===== config.mk =====
export PLATFORM = sky130hd
export DESIGN_NAME = fpga_config_sequencer
export DESIGN_NICKNAME = d
export VERILOG_FILES = /design/src/rtl/fpga_config_sequencer.sv
export SDC_FILE = /design/constraint.sdc
export NUM_CORES = 1
export LEC_CHECK = 0
export CORE_MARGIN = 2
export CORE_UTILIZATION = 49
export CTS_CLUSTER_SIZE = 8
export DETAILED_ROUTE_END_ITERATION = 12
export HOLD_SLACK_MARGIN = 0.1
export PLACE_DENSITY_LB_ADDON = 0.08
export SLEW_MARGIN = 5
export SYNTH_ARGS = -nofsm -noshare
export SYNTH_HDL_FRONTEND = slang
export SYNTH_SLANG_ARGS = --single-unit

===== constraint.sdc =====
create_clock -name clk -period 2.7 [get_ports clk]
set_clock_uncertainty 0.05 [all_clocks]
set_input_delay 0.54 -clock clk [delete_from_list [all_inputs] [get_ports clk]]
set_output_delay 0.54 -clock clk [all_outputs]
set_load 0.01 [all_outputs]

===== src/rtl/fpga_config_sequencer.sv =====
// FPGA slave-serial configuration sequencer.
// Pulses PROGRAM_B, waits for the INIT_B handshake, streams bitstream bytes to an
// external serializer, waits for DONE and then clocks out flush bytes.
// Optional feature macro: CFG_BYTE_COUNT_EN (adds a live accepted-byte counter).
module fpga_config_sequencer #(
    parameter int unsigned PROG_PULSE_CYC   = 64,
    parameter int unsigned INIT_TIMEOUT_CYC = 65535,
    parameter int unsigned DONE_TIMEOUT_CYC = 65535,
    parameter int unsigned FLUSH_BYTES      = 2
) (
    input  logic        clk,
    input  logic        rst_n,
    input  logic        start,
    input  logic        abort,
    input  logic        src_valid,
    input  logic [7:0]  src_data,
    input  logic        src_last,
    output logic        src_ready,
    output logic        ser_load,
    output logic [7:0]  ser_data,
    input  logic        ser_busy,
    output logic        fpga_program_b,
    input  logic        fpga_init_b,
    input  logic        fpga_done,
    output logic        busy,
    output logic        cfg_ok,
    output logic        cfg_err,
    output logic [2:0]  err_code,
    output logic [23:0] byte_count
);

    typedef enum logic [3:0] {
        StIdle,
        StProgLow,
        StWaitInitLow,
        StWaitInitHigh,
        StStream,
        StWaitDone,
        StFlush,
        StSuccess,
        StFail
    } state_e;

    localparam logic [2:0] ErrNone     = 3'd0;
    localparam logic [2:0] ErrInitLow  = 3'd1;
    localparam logic [2:0] ErrInitHigh = 3'd2;
    localparam logic [2:0] ErrInitLost = 3'd3;
    localparam logic [2:0] ErrDone     = 3'd4;
    localparam logic [2:0] ErrAbort    = 3'd5;

    localparam logic [16:0] ProgLim  = 17'(PROG_PULSE_CYC);
    localparam logic [16:0] InitLim  = 17'(INIT_TIMEOUT_CYC);
    localparam logic [16:0] DoneLim  = 17'(DONE_TIMEOUT_CYC);
    localparam logic [15:0] FlushLim = 16'(FLUSH_BYTES);

    state_e      state_q, state_d;
    logic [15:0] cnt_q, cnt_d;
    logic [15:0] flush_q, flush_d;
    logic        last_q, last_d;
    logic        load_q, load_d;
    logic [7:0]  data_q, data_d;
    logic [2:0]  err_q, err_d;
    logic [1:0]  init_sync_q, done_sync_q;

    logic        init_s, done_s;
    logic        slot_free;
    logic [16:0] cnt_inc;

    assign init_s    = init_sync_q[1];
    assign done_s    = done_sync_q[1];
    // Serializer can take a byte only when idle and no load is already in flight.
    assign slot_free = !ser_busy && !load_q;
    assign cnt_inc   = {1'b0, cnt_q} + 17'd1;

    assign busy           = !(state_q inside {StIdle, StSuccess, StFail});
    assign cfg_ok         = (state_q == StSuccess);
    assign cfg_err        = (state_q == StFail);
    assign fpga_program_b = (state_q != StProgLow);
    assign err_code       = err_q;
    assign ser_load       = load_q;
    assign ser_data       = data_q;

    // Two-flop synchronisers for the asynchronous FPGA status pins.
    always_ff @(posedge clk or negedge rst_n) begin
        if (!rst_n) begin
            init_sync_q <= 2'b00;
            done_sync_q <= 2'b00;
        end else begin
            init_sync_q <= {init_sync_q[0], fpga_init_b};
            done_sync_q <= {done_sync_q[0], fpga_done};
        end
    end

    // Byte acceptance; a lost INIT_B or an abort blocks it in the same cycle.
    always_comb begin
        src_ready = (state_q == StStream) && slot_free && !last_q && init_s && !abort;
    end

    // Next-state logic and datapath updates.
    always_comb begin
        state_d = state_q;
        err_d   = err_q;
        last_d  = last_q;
        flush_d = flush_q;
        load_d  = 1'b0;
        data_d  = data_q;

        unique case (state_q)
            StIdle, StSuccess, StFail: begin
                if (start) begin
                    state_d = StProgLow;
                    err_d   = ErrNone;
                    last_d  = 1'b0;
                    flush_d = '0;
                end
            end
            StProgLow: begin
                if (cnt_inc >= ProgLim) state_d = StWaitInitLow;
            end
            StWaitInitLow: begin
                if (!init_s) begin
                    state_d = StWaitInitHigh;
                end else if (cnt_inc >= InitLim) begin
                    state_d = StFail;
                    err_d   = ErrInitLow;
                end
            end
            StWaitInitHigh: begin
                if (init_s) begin
                    state_d = StStream;
                end else if (cnt_inc >= InitLim) begin
                    state_d = StFail;
                    err_d   = ErrInitHigh;
                end
            end
            StStream: begin
                if (!init_s) begin
                    state_d = StFail;
                    err_d   = ErrInitLost;
                end else begin
                    if (src_valid && src_ready) begin
                        load_d = 1'b1;
                        data_d = src_data;
                        if (src_last) last_d = 1'b1;
                    end
                    if (last_q && slot_free) state_d = StWaitDone;
                end
            end
            StWaitDone: begin
                if (!init_s) begin
                    state_d = StFail;
                    err_d   = ErrInitLost;
                end else if (done_s) begin
                    state_d = (FlushLim == 16'd0) ? StSuccess : StFlush;
                end else if (cnt_inc >= DoneLim) begin
                    state_d = StFail;
                    err_d   = ErrDone;
                end
            end
            StFlush: begin
                if (slot_free) begin
                    if (flush_q < FlushLim) begin
                        load_d  = 1'b1;
                        data_d  = 8'hFF;
                        flush_d = flush_q + 16'd1;
                    end else begin
                        state_d = StSuccess;
                    end
                end
            end
            default: state_d = StIdle;
        endcase

        // Abort outranks everything while a configuration is active.
        if (busy && abort) begin
            state_d = StFail;
            err_d   = ErrAbort;
            load_d  = 1'b0;
            data_d  = data_q;
        end
    end

    // Per-state timeout counter: cleared on entry, saturating.
    always_comb begin
        if (state_d != state_q) begin
            cnt_d = '0;
        end else if (cnt_q == 16'hFFFF) begin
            cnt_d = cnt_q;
        end else begin
            cnt_d = cnt_q + 16'd1;
        end
    end

    // State and datapath registers.
    always_ff @(posedge clk or negedge rst_n) begin
        if (!rst_n) begin
            state_q <= StIdle;
            cnt_q   <= '0;
            flush_q <= '0;
            last_q  <= 1'b0;
            load_q  <= 1'b0;
            data_q  <= '0;
            err_q   <= ErrNone;
        end else begin
            state_q <= state_d;
            cnt_q   <= cnt_d;
            flush_q <= flush_d;
            last_q  <= last_d;
            load_q  <= load_d;
            data_q  <= data_d;
            err_q   <= err_d;
        end
    end

`ifdef CFG_BYTE_COUNT_EN
    logic [23:0] bc_q;
    logic        bc_clr, bc_inc;

    assign bc_clr     = (state_q inside {StIdle, StSuccess, StFail}) && (state_d == StProgLow);
    assign bc_inc     = (state_q == StStream) && src_valid && src_ready && (state_d != StFail);
    assign byte_count = bc_q;

    // Accepted source byte counter, saturating; flush bytes are not counted.
    always_ff @(posedge clk or negedge rst_n) begin
        if (!rst_n) begin
            bc_q <= '0;
        end else if (bc_clr) begin
            bc_q <= '0;
        end else if (bc_inc && (bc_q != 24'hFFFFFF)) begin
            bc_q <= bc_q + 24'd1;
        end
    end
`else
    assign byte_count = '0;
`endif

endmodule


==> flow_summary.yaml <==
synthesis:
  synth_compound_area_frac: 0.209
  postSynthCellCount: 405
  synth-xor-area-share: 0.0324
  synth.distinct_cells: 68
  synth_area_sq_um: 3510
  ys.flop_type: "dfrtp_1"
  synthMuxAreaShare: 0.0232
  yosys.area_share.simple: 0.252
  netlist.area_leader.share: 0.378
  async_flop_share: 1.00
  ys_top_cells_by_area: "dfrtp_1 38%, buf_4 5.8%, nor2_1 5.2%, a21oi_1 3.8%, nand2_1 3.6%"
  yosys.area.top_type: "dfrtp_1"
  synth_edf_count: 0
  avgSynthCellArea_sq_um: 8.67
  seq_area_frac_synth: 0.378
  ys_warn_count: 0
  synth_top_family_by_area: "simple AND/OR/NAND/NOR gates"
  synth_fa_ha_area_frac: 0.0107
  synth-seq-cells: 53
hold_path:
  hp-class: "input port to async pin"
run_status:
  status: "finished with violations"
  violations: "negative setup slack"
floorplan:
  dieArea_sq_um: 7860
  start_util: 0.511
  row_count: 30
  ioPinCount: 58
  core_area_sq_um: 6870
  die_height_microns: 88.7
  die_w_microns: 88.7
sta:
  fin_crit_sh: 1.02
  hold_viol: 0
  fmax_ghz: 0.365
  slew_violations: 0
  setup_ws_ns: -0.0410
  period_minus_slack_ns: 2.74
  slew-limit-headroom: 0.580
  rsz0062_at_grt: "yes"
  final-setup-viol-count: 1
  tightest_slew_ns: 0.630
layout:
  drive_above_1_share: 0.232
  layout_common_cells: "51 x dfrtp_1, 47 x nor2_1, 46 x buf_4, 34 x nand2_1, 31 x clkdlybuf4s50_1"
  finish.utilization: 0.628
  area_growth_pct: 22.9
  diodes: 0
  fin_nets: 488
  final_area_sq_um: 4320
  final_common_cell: "dfrtp_1"
  fillCellCount: 629
  instances_no_fill: 565
global_route:
  gr-usage-all-layers: 0.224
  grt_pass1_wl_microns: 13900
  grt_busiest_layer: "met2"
  antenna_found_initial: 0
  grt_overflow: 0
  grt_max_degree: 29
  met1_usage: 0.290
  gr-usage-met3: 0.0364
  met2_usage: 0.387
  first_global_vias: 2923
route:
  drt_iter0_drc: 134
  firstDrtPassIters: 4
  ant_nets: 0
  wl_per_cell_microns: 14.8
  via_count: 3065
  post-route-drc-count: 0
  vias_per_cell: 5.42
  wirelength_microns: 8360
job:
  drv_cap: 0
clock_tree:
  htreeDepth: 2
  clk_latency_ns: 0.32
  clk_pin_slew_ns: 0.10
  cts_sinks: 53
  cts_root_buf: "clkbuf_8"
  clockBufferDepth: 2
  cts_made_buffers: 5
  tritoncts: "built"
worst_setup_path:
  worst_setup_path_end_kind: "primary output"
  arrival_ns: 2.15
  cp.required_ns: 2.11
  critPathLaunchType: "register"
  reg2reg_depth: 11
  critPathCapture: "fpga_program_b"
  startpoint: "state_q[0]"
  rr_startpoint: "cnt_q[0]"
  cp_max_fo: 10
  critical_path_class: "register to primary output"
  ff2ff_setup_slack_ns: 0.02
  r2r_end: "cnt_q[1]"
placement:
  dp_hpwl_microns: 6230
  place_congestion: 0.873
  place_area_sq_um: 4150
  numPortBuffers: 33
  dp.cells: 556
power:
  p_per_area_nw_per_um2: 548
  power_mw: 2.36
  peakVddDrop_mv: 0.283
  leakage_nw: 1.87
==> worst min-delay path by stage <==
stage | depth (start not counted) | start | endpoint | slack, ns
after floorplan | 0 | rst_n | cnt_q[0] | 0.19
after global placement | 0 | done_sync_q[0] | done_sync_q[1] | 0.28
after detailed placement | 0 | init_sync_q[0] | init_sync_q[1] | 0.29
after CTS | 1 | rst_n | cnt_q[9] | 0.19
after global routing | 1 | rst_n | flush_q[8] | 0.22
final | 1 | rst_n | cnt_q[11] | 0.17
==> state kept, by name, summed over array words and instances (netlist names) <==
register,count
cnt_q,16
flush_q,16
ser_data,8
state_q,4
err_code,3
done_sync_q,2
init_sync_q,2
last_q,1
ser_load,1
==> cell type report <==
class / count / area (sq um) / share of cell area
clock buffer: 5 / 68.8 / 0.0159
timing repair buffer: 83 / 719 / 0.167
tap: 96 / 120 / 0.0278
sequential: 53 / 1330 / 0.308
inverter: 7 / 26.3 / 0.00609
multi-input combinational: 318 / 2020 / 0.469
clock inverter: 3 / 28.8 / 0.00667
==> cell usage after synthesis (3+ instances only) <==
library cell	instances
dfrtp_1	53
nor2_1	49
nand2_1	34
a21oi_1	27
buf_4	27
o21ai_0	23
clkbuf_1	16
nand3_1	12
a31oi_1	10
nor3_1	10
xnor2_1	8
a21oi_2	7
and3_1	7
inv_1	7
nor4_1	7
a21o_1	6
nand4_1	6
and2_1	5
and4_1	5
buf_2	5
mux2_2	5
xor2_1	5
nand2b_1	4
nor2_2	4
o211ai_1	4
or2_2	4
ha_1	3
==> where the power goes <==
group	internal, mW	total, mW	switching (mW)
registers	0.840	0.903	0.0623
clock network	0.195	0.505	0.310
logic	0.435	0.956	0.520
==> cells by family (layout without fill, tap and decap cells) <==
logic type	after synthesis	count (layout)
compound gates	103	103
xor+xnor	13	13
fa+ha+maj	3	3
buf+inv	57	98
flops	53	53
mux	7	7
other cells	1	24
simple gates	168	168
==> worst max-delay path: stages, from the launching register on <==
cell and delay, ns:
dfrtp_1 0.64, buf_4 0.25, nand2b_1 0.07, or3_1 0.37
clkdlybuf4s50_1 0.50
==> what timing repair did <==
item,in CTS,in global routing
pin swaps,2,4
buffers inserted,0,1
endpoints found under the hold margin,0,0
gates resized for setup,4,17
cloned,0,0
hold buffers,0,0
setup endpoints to repair,22,21
==> stage by stage <==
step	setup WS (ns)	setup TNS [ns]	hold slack, ns
after floorplan	-0.0800	-0.695	0.194
after global placement	0.0195	0	0.283
after detailed placement	-0.0400	-0.128	0.287
after CTS	0.000527	0	0.192
after global routing	-0.131	-1.84	0.224
final	-0.0410	-0.0410	0.173
==> per-layer routing <==
| metal | part of all wire | vias up |
|---|---|---|
| li1 | - | 1537 |
| met3 | 0.039 | 10 |
| met5 | 0 | - |
| met1 | 0.45 | 1448 |
| met4 | 0.011 | 0 |
| met2 | 0.50 | 70 |
(Power assumes the default switching activity.)
